$ cat config.mk
export PLATFORM = sky130hd
export DESIGN_NAME = hazard_scoreboard
export DESIGN_NICKNAME = d
export VERILOG_FILES = /design/src/rtl/hazard_scoreboard.sv
export SDC_FILE = /design/constraint.sdc
export NUM_CORES = 1
export LEC_CHECK = 0
export CAP_MARGIN = 20
export CELL_PAD_IN_SITES_DETAIL_PLACEMENT = 0
export CELL_PAD_IN_SITES_GLOBAL_PLACEMENT = 1
export CORE_MARGIN = 2
export CORE_UTILIZATION = 33
export CTS_BUF_LIST = sky130_fd_sc_hd__clkbuf_16
export DETAILED_ROUTE_END_ITERATION = 8
export PLACE_DENSITY = 0.74
export SLEW_MARGIN = 20
export SYNTH_ARGS = -nofsm -noshare
export SYNTH_HDL_FRONTEND = slang
export SYNTH_SLANG_ARGS = --single-unit
$ cat constraint.sdc
create_clock -name clk -period 1.85 [get_ports clk]
set_input_delay 0.37 -clock clk [delete_from_list [all_inputs] [get_ports clk]]
set_output_delay 0.37 -clock clk [all_outputs]
set_load 0.03 [all_outputs]
$ cat src/rtl/hazard_scoreboard.sv
// ---------------------------------------------------------------------------
// hazard_scoreboard
//   Tracks the destination registers of instructions that have left ID and
//   decides, for the instruction currently in ID, whether it must be frozen,
//   squashed, or fed through a forwarding path.
//
//   Entry 0 holds the instruction in EXE; entry i is i stages further down.
//   The scoreboard shifts every clock and never holds. A frozen or squashed
//   ID slot enters entry 0 as a bubble.
//
// Ports
//   clk           sole clock, rising edge
//   rst           synchronous reset, active low
//   id_valid      ID holds a real instruction
//   id_src1/2     source register numbers
//   id_src1/2_used source is actually read
//   id_dest       destination register
//   id_wb_en      instruction writes back
//   id_mem_read   instruction is a load
//   branch_taken  EXE resolved a taken branch this cycle
//   freeze        hold PC and IF/ID
//   flush         squash IF/ID and the issuing ID instruction
//   fwd_sel1/2    0 = register file, k = forward from entry k-1
//   stall_count   saturating count of hazard-stall cycles
// ---------------------------------------------------------------------------
module hazard_scoreboard #(
    parameter int REG_AW = 4,
    parameter int DEPTH  = 3,
    parameter int FWD_EN = 0,
    parameter int SEL_W  = 2
) (
    input  logic              clk,
    input  logic              rst,
    input  logic              id_valid,
    input  logic [REG_AW-1:0] id_src1,
    input  logic [REG_AW-1:0] id_src2,
    input  logic              id_src1_used,
    input  logic              id_src2_used,
    input  logic [REG_AW-1:0] id_dest,
    input  logic              id_wb_en,
    input  logic              id_mem_read,
    input  logic              branch_taken,
    output logic              freeze,
    output logic              flush,
    output logic [SEL_W-1:0]  fwd_sel1,
    output logic [SEL_W-1:0]  fwd_sel2,
    output logic [15:0]       stall_count
);

    logic [DEPTH-1:0]  ent_valid;
    logic [DEPTH-1:0]  ent_wb_en;
    logic [DEPTH-1:0]  ent_load;
    logic [REG_AW-1:0] ent_dest [DEPTH];

    logic [DEPTH-1:0]  match1;
    logic [DEPTH-1:0]  match2;
    logic [DEPTH-1:0]  fwd_ok1;
    logic [DEPTH-1:0]  fwd_ok2;
    logic              hazard;
    logic [SEL_W-1:0]  sel1;
    logic [SEL_W-1:0]  sel2;

    // Lowest matching index wins: the youngest producer holds the newest value.
    function automatic logic [SEL_W-1:0] pick_youngest(input logic [DEPTH-1:0] m);
        logic [SEL_W-1:0] s;
        s = '0;
        for (int i = DEPTH - 1; i >= 0; i--) begin
            if (m[i]) s = SEL_W'(i + 1);
        end
        return s;
    endfunction

    always_comb begin
        match1 = '0;
        match2 = '0;
        for (int i = 0; i < DEPTH; i++) begin
            match1[i] = ent_valid[i] && ent_wb_en[i] && (ent_dest[i] == id_src1) && id_src1_used;
            match2[i] = ent_valid[i] && ent_wb_en[i] && (ent_dest[i] == id_src2) && id_src2_used;
        end
    end

    // A load in EXE has no data yet, so it can never be a forwarding source.
    always_comb begin
        fwd_ok1    = match1;
        fwd_ok2    = match2;
        fwd_ok1[0] = match1[0] & ~ent_load[0];
        fwd_ok2[0] = match2[0] & ~ent_load[0];
    end

    always_comb begin
        if (FWD_EN == 0)
            hazard = id_valid && ((|match1) || (|match2));
        else
            hazard = id_valid && ent_load[0] && (match1[0] || match2[0]);
    end

    assign sel1 = (FWD_EN != 0) ? pick_youngest(fwd_ok1) : '0;
    assign sel2 = (FWD_EN != 0) ? pick_youngest(fwd_ok2) : '0;

    // Outputs are forced quiet while reset is held; flush beats freeze.
    assign flush    = rst & branch_taken;
    assign freeze   = rst & hazard & ~branch_taken;
    assign fwd_sel1 = rst ? sel1 : '0;
    assign fwd_sel2 = rst ? sel2 : '0;

    always_ff @(posedge clk) begin
        if (!rst) begin
            ent_valid   <= '0;
            ent_wb_en   <= '0;
            ent_load    <= '0;
            for (int i = 0; i < DEPTH; i++) ent_dest[i] <= '0;
            stall_count <= '0;
        end else begin
            ent_valid[0] <= id_valid & ~hazard & ~branch_taken;
            ent_dest[0]  <= id_dest;
            ent_wb_en[0] <= id_wb_en;
            ent_load[0]  <= id_mem_read;
            for (int i = 1; i < DEPTH; i++) begin
                ent_valid[i] <= ent_valid[i-1];
                ent_dest[i]  <= ent_dest[i-1];
                ent_wb_en[i] <= ent_wb_en[i-1];
                ent_load[i]  <= ent_load[i-1];
            end
            if (freeze && (stall_count != 16'hFFFF))
                stall_count <= stall_count + 16'd1;
        end
    end

endmodule

Word-level counts from Yosys, hierarchy flattened. Memory sizes are Yosys's and may differ from the RTL's. Index checks and enable logic that the tools add are counted.

Register bits after elaboration: 22. Bits in writable memories: 12. Input port bits: 20. Memories kept: 1.

$add $sub $neg: 1. Eq/ne operators: 7. Multiplexer cells: 5. Bitwise operators: 10. Reductions and logical operators: 20.

Memory list: ent_dest (depth 3, width 4, read ports 3, clocked after Yosys merged registers in 0, wr ports 3, line 53) `logic [REG_AW-1:0] ent_dest [DEPTH];`.

Operators with widths (number): $eq 4x4->1 (6); $logic_and 1x1->1 (17); $add 16x1->16 const B (1); $ne 16x16->1 const B (1); $mux 4 (3); $reduce_or 3->1 (2); $and 1x1->1 (5); $or 1x1->1 (3); $mux 1 (2); $not 1->1 (2); $logic_or 1x1->1 (1).

Longest topological paths before layout. Gate-level depths: netlist (run 1). An unclocked memory read counts as a cell.

Word-level depth: 10. Mapped depth: 8. Mapped depth without buffers: 7.

Worst setup path after synthesis (run 1). Ideal clock, no wire load.

Path kind: reg-to-reg. From: register stall_count[0]. To: register stall_count[13]. Arrival time: 2.034 ns. Setup slack: -0.255 ns. Stages on the path, launching flop included: 8. Path buffers: 1. Period minus slack after synthesis: 2.105 ns. Cell sequence: dfxtp_1 > ha_1 > nand4_2 > nor3_1 > or3b_1 > clkbuf_1 > or4_1 > a21boi_1.

Longest elaborated chain between the ends: 2.

Ends and longest elaborated chain: start, declared (line 47) `output logic [15:0] stall_count`; start signal, assigned (line 125) `stall_count <= stall_count + 16'd1;`; branches (longest 2 deep; another with $add 16x1->16).

Parallel ways; which one is timed is not known. A chain may end at the register's enable or synchronous reset.

==> flow_summary.ini, run 1 <==
[worst_setup_path]
timing.rr.start = ent_dest[0][6]
cp-start-kind = register
ff2ff_setup_slack_ns = -0.35
r2r_end = stall_count[13]
cp_max_fo = 3
worstSetupPathType = reg -> out
crit_arrival_ns = 1.83
endpoint_kind = output pin
r2r_cells = 8
cp.required_ns = 1.48

[clocking]
cts_root_buf = clkbuf_16
holdBufCountCts = 0
cts.sinks = 34
cts.path.max_buffers = 2
cts_made_buffers = 5
clk_latency_ns = 0.27
cts_max_level = 2
path_clk_slew_ns = 0.05
cts_tree = done

[route]
avgViaCountPerCell = 4.72
drc = 0
via_count = 1589
drt_first_pass_iters = 4
routed_wl_um = 4370
wl_per_cell_um = 13.0
postRouteAntennaNets = 0
drt_iter0_drc = 85

[final_layout]
final_cell_mix = buf_4 (41), clkdlybuf4s50_1 (22), and2_1 (19)
syn_to_final_growth_pct = 66.7
drive_above_1_share_pct = 38.2
seq_area_um2 = 706
diodes = 0
nets = 287
final_common_cell = buf_4
multiInputGateArea_um2 = 1090
finalNonFillerCells = 337
fill_cells = 453

[sta]
finalCritPeriodShare_pct = 119
drv_slew = 0
skew_ns = 0.00393
timing.fmax_mhz = 455
rsz0062_at_grt = yes
finalSetupViolations = 17
hold_viol_final = 0
fin_ws_ns = -0.349
fin_crit_ns = 2.20
fin_tns_setup_ns = -3.53

[synth]
synth_seq_cells = 34
async_reset_ff_share_pct = 0
synth.distinct_cells = 37
synth_edf_count = 0
yosys_warnings = 0
synthFlopType = dfxtp_1
syn-mean-instance-area_um2 = 9.36
synthCells = 182
synth.yosys.seq_area_share_pct = 39.9
synth_area_um2 = 1700

[power]
switching_share_pct = 20.5
p_per_area_nw_per_um2 = 687
switching_power_mw = 0.400
clkPwrFrac_pct = 52.7
peakVddDrop_mv = 0.504
p_seq_share_pct = 38.9
p_leak_nw = 1.19
finalPower_mw = 1.95
cellInternalPower_mw = 1.55
p_comb_share_pct = 8.3

[worst_hold_path]
hold_depth = 2
holdCritStartpoint = stall_count[15]
holdPathEnd = stall_count[15]
hp-class = reg -> reg

[floorplan]
fp.dieH_um = 75.9
core.rowCount = 26
ios = 42
start_util_pct = 33.8
fp.coreArea_um2 = 5040
die_w_um = 75.9
dieArea_um2 = 5750

[placement]
place.gp.congestion = 0.826
io_buffers = 36
dp.cells = 322
dp_hpwl_um = 3030

[grt]
grt_pass1_vias = 1451
grt_overflow = 0
antenna_found_initial = 0
grt_pass1_wl_um = 6850
grt_usage_pct = 15.7
grt_max_degree = 41

[run]
max_cap_viol_count = 0

[outcome]
status = finished, violations left
violations = negative setup slack
power groups by stage:
stage          sequential, mW  combinational (mW)  clock, mW
2_1_floorplan           0.772              0.0809          0
3_3_place_gp            0.775               0.158          0
3_5_place_dp            0.775               0.158          0
4_1_cts                 0.760               0.158       1.05
5_1_grt                 0.762               0.176       1.09
6_report                0.760               0.162       1.03
metal layers:
metal | wire length (um) | track usage (%) | part of all wire (%)
met1 | 2150 | 23.8 | 49
met2 | 2050 | 22.7 | 47
met3 | 137 | 3.17 | 3.1
met4 | 31 | 3.51 | 0.71
met5 | 0 | 0 | 0
logic make-up (layout without fill, tap and decap cells):
| kind of cell | after synthesis | count (layout) | synth area share [%] |
|---|---|---|---|
| other cells | 1 | 4 | 0.220 |
| compound gates | 22 | 22 | 10.6 |
| flops | 34 | 34 | 39.9 |
| simple gates | 80 | 80 | 28.6 |
| fa+ha+maj | 1 | 1 | 0.734 |
| mux | 4 | 4 | 2.35 |
| xor+xnor | 26 | 26 | 13.4 |
| buf+inv | 14 | 96 | 4.19 |
cell type report:
class                           instances  share of cell area [%]
Multi-Input combinational cell        137                    38.3
Sequential cell                        34                    24.8
Inverter                                4                   0.529
Clock inverter                          2                    1.37
Clock buffer                            6                    5.29
Tap cell                               70                    3.08
Timing Repair Buffer                   84                    26.6
per-stage QoR:
stage / setup slack (ns) / hold slack [ns] / cell area (um^2) / utilization [%]
4_1_cts: -0.335 / 0.492 / 2730 / 54.2
3_5_place_dp: -0.813 / 0.473 / 2430 / 48.3
5_1_grt: -0.443 / 0.512 / 2840 / 56.3
6_report: -0.349 / 0.490 / 2840 / 56.3
2_1_floorplan: -0.0912 / 0.456 / 1750 / -
3_3_place_gp: -0.791 / 0.472 / 2430 / 48.3
synthesized netlist by cell type, drive strengths merged (4+ instances only):
| cell type | number | share of area, % |
|---|---|---|
| dfxtp | 34 | 40 |
| and2 | 20 | 7.4 |
| xor2 | 15 | 7.7 |
| xnor2 | 11 | 5.7 |
| nand3 | 10 | 2.9 |
| nand2 | 8 | 1.8 |
| nand4 | 8 | 3.3 |
| o21ai | 7 | 3.6 |
| a21boi | 6 | 2.6 |
| nand2b | 6 | 2.2 |
| nor3 | 6 | 1.8 |
| nor4 | 6 | 2.2 |
| or4 | 6 | 3.1 |
| buf | 5 | 2.2 |
| clkbuf | 5 | 1.1 |
| inv | 4 | 0.88 |
| mux2i | 4 | 2.3 |
worst max path at each step:
stage	from	endpoint	slack, ns	cells past startpoint
6_report	ent_dest[0][4]	freeze	-0.35	6
5_1_grt	ent_dest[0][6]	stall_count[13]	-0.44	8
4_1_cts	ent_dest[0][4]	freeze	-0.33	6
3_5_place_dp	id_src2[1]	stall_count[0]	-0.81	8
3_3_place_gp	id_src1[0]	stall_count[0]	-0.79	8
2_1_floorplan	id_src2[1]	stall_count[12]	-0.09	6
sequential cells by signal, indices dropped and copies added, names as in the netlist:
| register | cells |
|---|---|
| stall_count | 16 |
| ent_dest | 12 |
| ent_valid | 3 |
| ent_wb_en | 3 |
what timing repair did:
action,in CTS,in global routing
resized for setup,45,22
endpoints found under the setup margin,19,19
buffers inserted,4,3
pin swaps,12,10
critical path, stage by stage (launching register included):
cell and delay, ns:
dfxtp_2 0.37, xor2_2 0.17, nor4_1 0.06, or4_4 0.58, o21ai_4 0.19, inv_2 0.05, buf_6 0.13
(Power assumes the default switching activity.)
==> run 2: changes to the inputs <==
--- a/config.mk
+++ b/config.mk
@@ -5,6 +5,7 @@
 export SDC_FILE = /design/constraint.sdc
 export NUM_CORES = 1
 export LEC_CHECK = 0
+export ABC_CLOCK_PERIOD_IN_PS = 1850
 export CAP_MARGIN = 20
 export CELL_PAD_IN_SITES_DETAIL_PLACEMENT = 0
 export CELL_PAD_IN_SITES_GLOBAL_PLACEMENT = 1
==> results of run 2 <==
Same layout as run 1: the final DEF is identical, and so are final timing and power.
==> RTL edit 1: new RTL, config.mk and constraints of run 2 <==
Change the parameter `DEPTH` from 3 to 6.
--- a/src/rtl/hazard_scoreboard.sv
+++ b/src/rtl/hazard_scoreboard.sv
@@ -27,3 +27,3 @@
     parameter int REG_AW = 4,
-    parameter int DEPTH  = 3,
+    parameter int DEPTH  = 6,
     parameter int FWD_EN = 0,
Formal check against the unedited RTL: not equivalent (a bounded check fails within 10 cycles, from zero or initial values and one cycle with rst low).
==> RTL edit 1 against run 2 <==
The flow still finishes with violations (setup timing). Synthesized area grew 49%. Cell count grew 35%. Synthesized cell count grew 49%. Core utilization shrank 4.2 points. Sequential cell count grew 18. Setup slack gained 0.057 ns. Cell area grew 34%. Power grew 16%. Global-route usage shrank 0.19 points. Combinational power grew 46%. Wire length grew 46%. First-iteration DRC count shrank 25%. Worst hold slack lost 0.034 ns. Count of clock-buffer cells in the layout shrank 1. Critical path type is now primary input to output pin. Largest cell class unchanged. Largest power group is now sequential cells.
==> RTL edit 1: results (changes against run 2) <==
Layout Nets 377 (+31%); cell with the largest stage delay on the worst path sky130_fd_sc_hd__o31ai_2; status finished, violations left; register area share after synthesis 41.07% (+1.1 points); final worst clock skew 0.002945 ns (-0.0009821 ns); Total Routing Usage GR 15.49% (-0.19 points); top fanout value on the critical path 5 (+2); post-layout instance count excluding filler cells 456 (+35%); worst reg2reg path endpoint stall_count[14]; tightest hold margin 0.4568 ns (-0.03364 ns); first-pass GRT wire length 10,450 um (+53%); Filler Cells Inserted 645 (+42%); worst hold path cell count 1 (-1); Placement Setup Slack -0.9182 ns (-0.1054 ns); Setup violations, final 16 (-1); cell count after synthesis 272 (+49%); DRT iter0 DRCs 64 (-25%); top cells by area, synth sky130_fd_sc_hd__dfxtp_1 (41%), sky130_fd_sc_hd__xnor2_1 (9.7%), sky130_fd_sc_hd__and2_1 (9.1%), sky130_fd_sc_hd__xor2_1 (7.9%), sky130_fd_sc_hd__o31ai_1 (3.0%); critical register-to-register path startpoint ent_dest[1][1]; Worst-path clk slew 0.06 ns; count of cells along the worst register-to-register path 9 (+1); delay of the slowest cell on the worst path 0.29 ns (-0.29 ns); violated checks setup timing; layout cell share with drive strength beyond 1 36.97% (-1.2 points); post-route worst setup slack -0.2918 ns (+0.05690 ns); Placer Congestion 0.8075 (-2.2%); biggest registers after layout ent_dest (24), stall_count (16); leading cell types by count after synthesis sky130_fd_sc_hd__dfxtp_1 (52), sky130_fd_sc_hd__and2_1 (37), sky130_fd_sc_hd__xnor2_1 (28), sky130_fd_sc_hd__xor2_1 (23); maximum number of pins on one net before global-route repair 41 (unchanged); leakage power summed over all cells 1.555 nW (+30%); root buffer selected by CTS sky130_fd_sc_hd__clkbuf_16; Total Negative Setup Slacks -2.601 ns (+0.9302 ns); fraction of synthesis flops using an asynchronous set or reset pin 0% (unchanged); Post-Place Cells 434 (+35%); average routed wire per standard cell 14.01 um (+8.0%); HPWL after detailed placement 4341 um (+43%); critical path arrival 1.77 ns (-0.06 ns); Hold Startpoint ent_valid[2]; vias after detailed routing 2,183 (+37%); number of distinct library cells after synthesis 41 (+11%); clock latency at the later pin of the worst-skew pair 0.29 ns (+0.02 ns); Hold Path Sink ent_valid[3]; largest voltage drop on the vdd net 303.0 uV (-40%); total placed instance area 3318 sq um (+36%); register-to-register setup slack -0.24 ns (+0.11 ns)
[RTL edit 1: cell count changes in the layout (fill, tap and decap cells not counted), sizes merged, moves of 7 or more]
cell,run 2,this run
xor2,15,23
xnor2,11,28
buf,50,63
and2,20,37
nor2,3,12
a21oi,0,8
dfxtp,34,52
o31ai,3,10
[RTL edit 1: layout make-up]
class	instances	area (sq um)	area share, %
Multi-Input combinational cell	202	1655	43.35
Sequential cell	52	1084	28.37
Timing Repair Buffer	92	804.5	21.07
Clock buffer	5	125.1	3.277
Tap cell	99	123.9	3.244
Clock inverter	3	15.01	0.3932
Inverter	3	11.26	0.2949
[RTL edit 1: logic make-up after synthesis]
| family | Yosys count | synth area share, % |
|---|---|---|
| other | 1 | 0.1479 |
| AO/OA/AOI/OAI | 34 | 9.921 |
| AND/OR/NAND/NOR | 108 | 24.83 |
| buffers and inverters | 24 | 5.528 |
| multiplexers | 1 | 0.3949 |
| adder cells (fa/ha/maj) | 1 | 0.4935 |
| XOR/XNOR | 51 | 17.62 |
| flip-flops | 52 | 41.07 |
[RTL edit 1: repair_timing]
action,4_1_cts,5_1_grt
resized for setup,73,18
buffers inserted,9,4
pin swaps,36,16
endpoints found under the setup margin,19,19
cloned,3,0
[RTL edit 1: how the worst max path moves through the flow]
stage               slack, ns              end  cells past startpoint           start
floorplan               -0.21   stall_count[1]                     10  stall_count[5]
global placement        -0.88  stall_count[14]                      9      id_src1[3]
detailed placement      -0.92   stall_count[4]                     10      id_src1[3]
CTS                     -0.32           freeze                      8  ent_dest[1][1]
global route            -0.38           freeze                      8  ent_dest[3][2]
finish                  -0.29           freeze                      9      id_src1[3]
[RTL edit 1: power breakdown]
| group | switching [mW] | internal (mW) |
|---|---|---|
| registers | 0.0165 | 1.13 |
| logic | 0.119 | 0.118 |
| clock network | 0.396 | 0.492 |
| total | 0.532 | 1.74 |
[RTL edit 1: worst max-delay path: cells and delay by family]
kind	cells	cell delay, ns
buffers and inverters	4	0.64
and+or+nand+nor	2	0.15
AOI/OAI and AO/OA	2	0.48
xor gates and xnor gates	1	0.13
[RTL edit 1: routing by layer]
metal	share of wire, %	wire [um]	vias to the layer above	global-route usage, %
met2	49	3130	52	26.10
met1	45	2878	1022	19.34
li1	-	-	1092	-
met5	0	0	-	0
met3	3.6	232	17	3.451
met4	2.3	147	0	5.682
==> RTL edit 2: new RTL, settings of run 2 <==
Made on the original files. Reset style: asynchronous (`rst`), changed in one clocked block. Comments in the files are not updated.
--- a/src/rtl/hazard_scoreboard.sv
+++ b/src/rtl/hazard_scoreboard.sv
@@ -105,3 +105,3 @@
 
-    always_ff @(posedge clk) begin
+    always_ff @(posedge clk or negedge rst) begin
         if (!rst) begin
Behaviour: differs if rst is asserted again (counterexample within 4 cycles, from zero or initial values and one cycle with rst low); with rst held inactive, the same outputs for 10 cycles.
==> RTL edit 2 against run 2 <==
The run still ends with setup timing left. Wire length down 0.94%. Power decreased by 8.3%. Cell area is 3.4% lower. Maximum frequency increased by 1.1%. Setup slack better by 0.024 ns. Sequential cell count stayed put. Count of clock-buffer cells in the layout fell by 1. Global-route usage is 0.53 points higher. Synthesized area down 0.88%. Critical path type unchanged.
==> RTL edit 2: results (changes against run 2) <==
CTS resizes 31 (-31%); Filler Cells Inserted 446 (-1.5%); number of global-route vias before repair 1,453 (+0.14%); worst min path class primary input to async pin; critical path arrival 1.80 ns (-0.03 ns); Post-Place Cells 265 (-18%); clock network area share 5.018% (-1.6 points); power density normalized to cell area 652.6 nW/um^2 (-5.0%); vias after detailed routing 1,352 (-15%); Layout Nets 229 (-20%); leakage power summed over all cells 1.375 nW (+15%); status finished, violations left; portion of total power attributed to the clock network 43.0% (-9.7 points); xor/xnor share of the synthesized area 20.22% (+6.9 points); layout cell share with drive strength beyond 1 36.36% (-1.8 points); Post-Syn Area per Cell 12.24 sq um (+31%); worst reg2reg path endpoint stall_count[1]; Setup violations, final 18 (+1); average routed wire per standard cell 15.52 um (+20%); final sequential cell count 34 (unchanged); Worst setup startpoint ent_dest[10]; Non-Clock Inverter Count 0 (-4); final worst clock skew 0.001896 ns (-0.002032 ns); maximum number of pins on one net before global-route repair 25 (-39%); power share of the sequential group 44.2% (+5.3 points); total placed instance area 2313 sq um (-5.0%); multi-input gate share of total cell area 37.87% (-0.46 points); Total Routing Usage GR 16.21% (+0.53 points); violated checks setup timing; first-pass GRT wire length 6672 um (-2.6%); number of buffers inserted by post-CTS setup repair 2 (-2); DRT iter0 DRCs 35 (-59%); placeable core region 5010 sq um (-0.65%); Non-CTS buffers 66 (-21%); clock buffer count 5 (-1); largest voltage drop on the vdd net 313.6 uV (-38%); HPWL after detailed placement 2914 um (-3.7%); register-to-register setup slack -0.22 ns (+0.13 ns); Placement Setup Slack -0.9742 ns (-0.1614 ns); post-route worst setup slack -0.3249 ns (+0.02387 ns)
## RTL edit 2: cell count changes in the layout (fill, tap and decap cells not counted), moves of 5 or more
cell,run 2,this run
sky130_fd_sc_hd__nor3_4,2,8
sky130_fd_sc_hd__nand3_1,10,5
sky130_fd_sc_hd__and2_1,19,1
sky130_fd_sc_hd__dfxtp_1,18,0
sky130_fd_sc_hd__buf_4,41,25
sky130_fd_sc_hd__dfrtp_2,0,5
sky130_fd_sc_hd__nand2b_1,6,0
sky130_fd_sc_hd__nor4_4,1,7
sky130_fd_sc_hd__dfrtp_1,0,29
sky130_fd_sc_hd__xor2_1,14,27
sky130_fd_sc_hd__dfxtp_2,14,0
sky130_fd_sc_hd__a21boi_1,5,0
## RTL edit 2: layer usage
| layer | GRT usage, % | vias up | routed length, um |
|---|---|---|---|
| li1 | - | 626 | - |
| met1 | 17.55 | 683 | 1633 |
| met3 | 4.101 | 6 | 187 |
| met2 | 29.76 | 37 | 2449 |
| met4 | 7.018 | 0 | 60 |
| met5 | 0 | - | 0 |
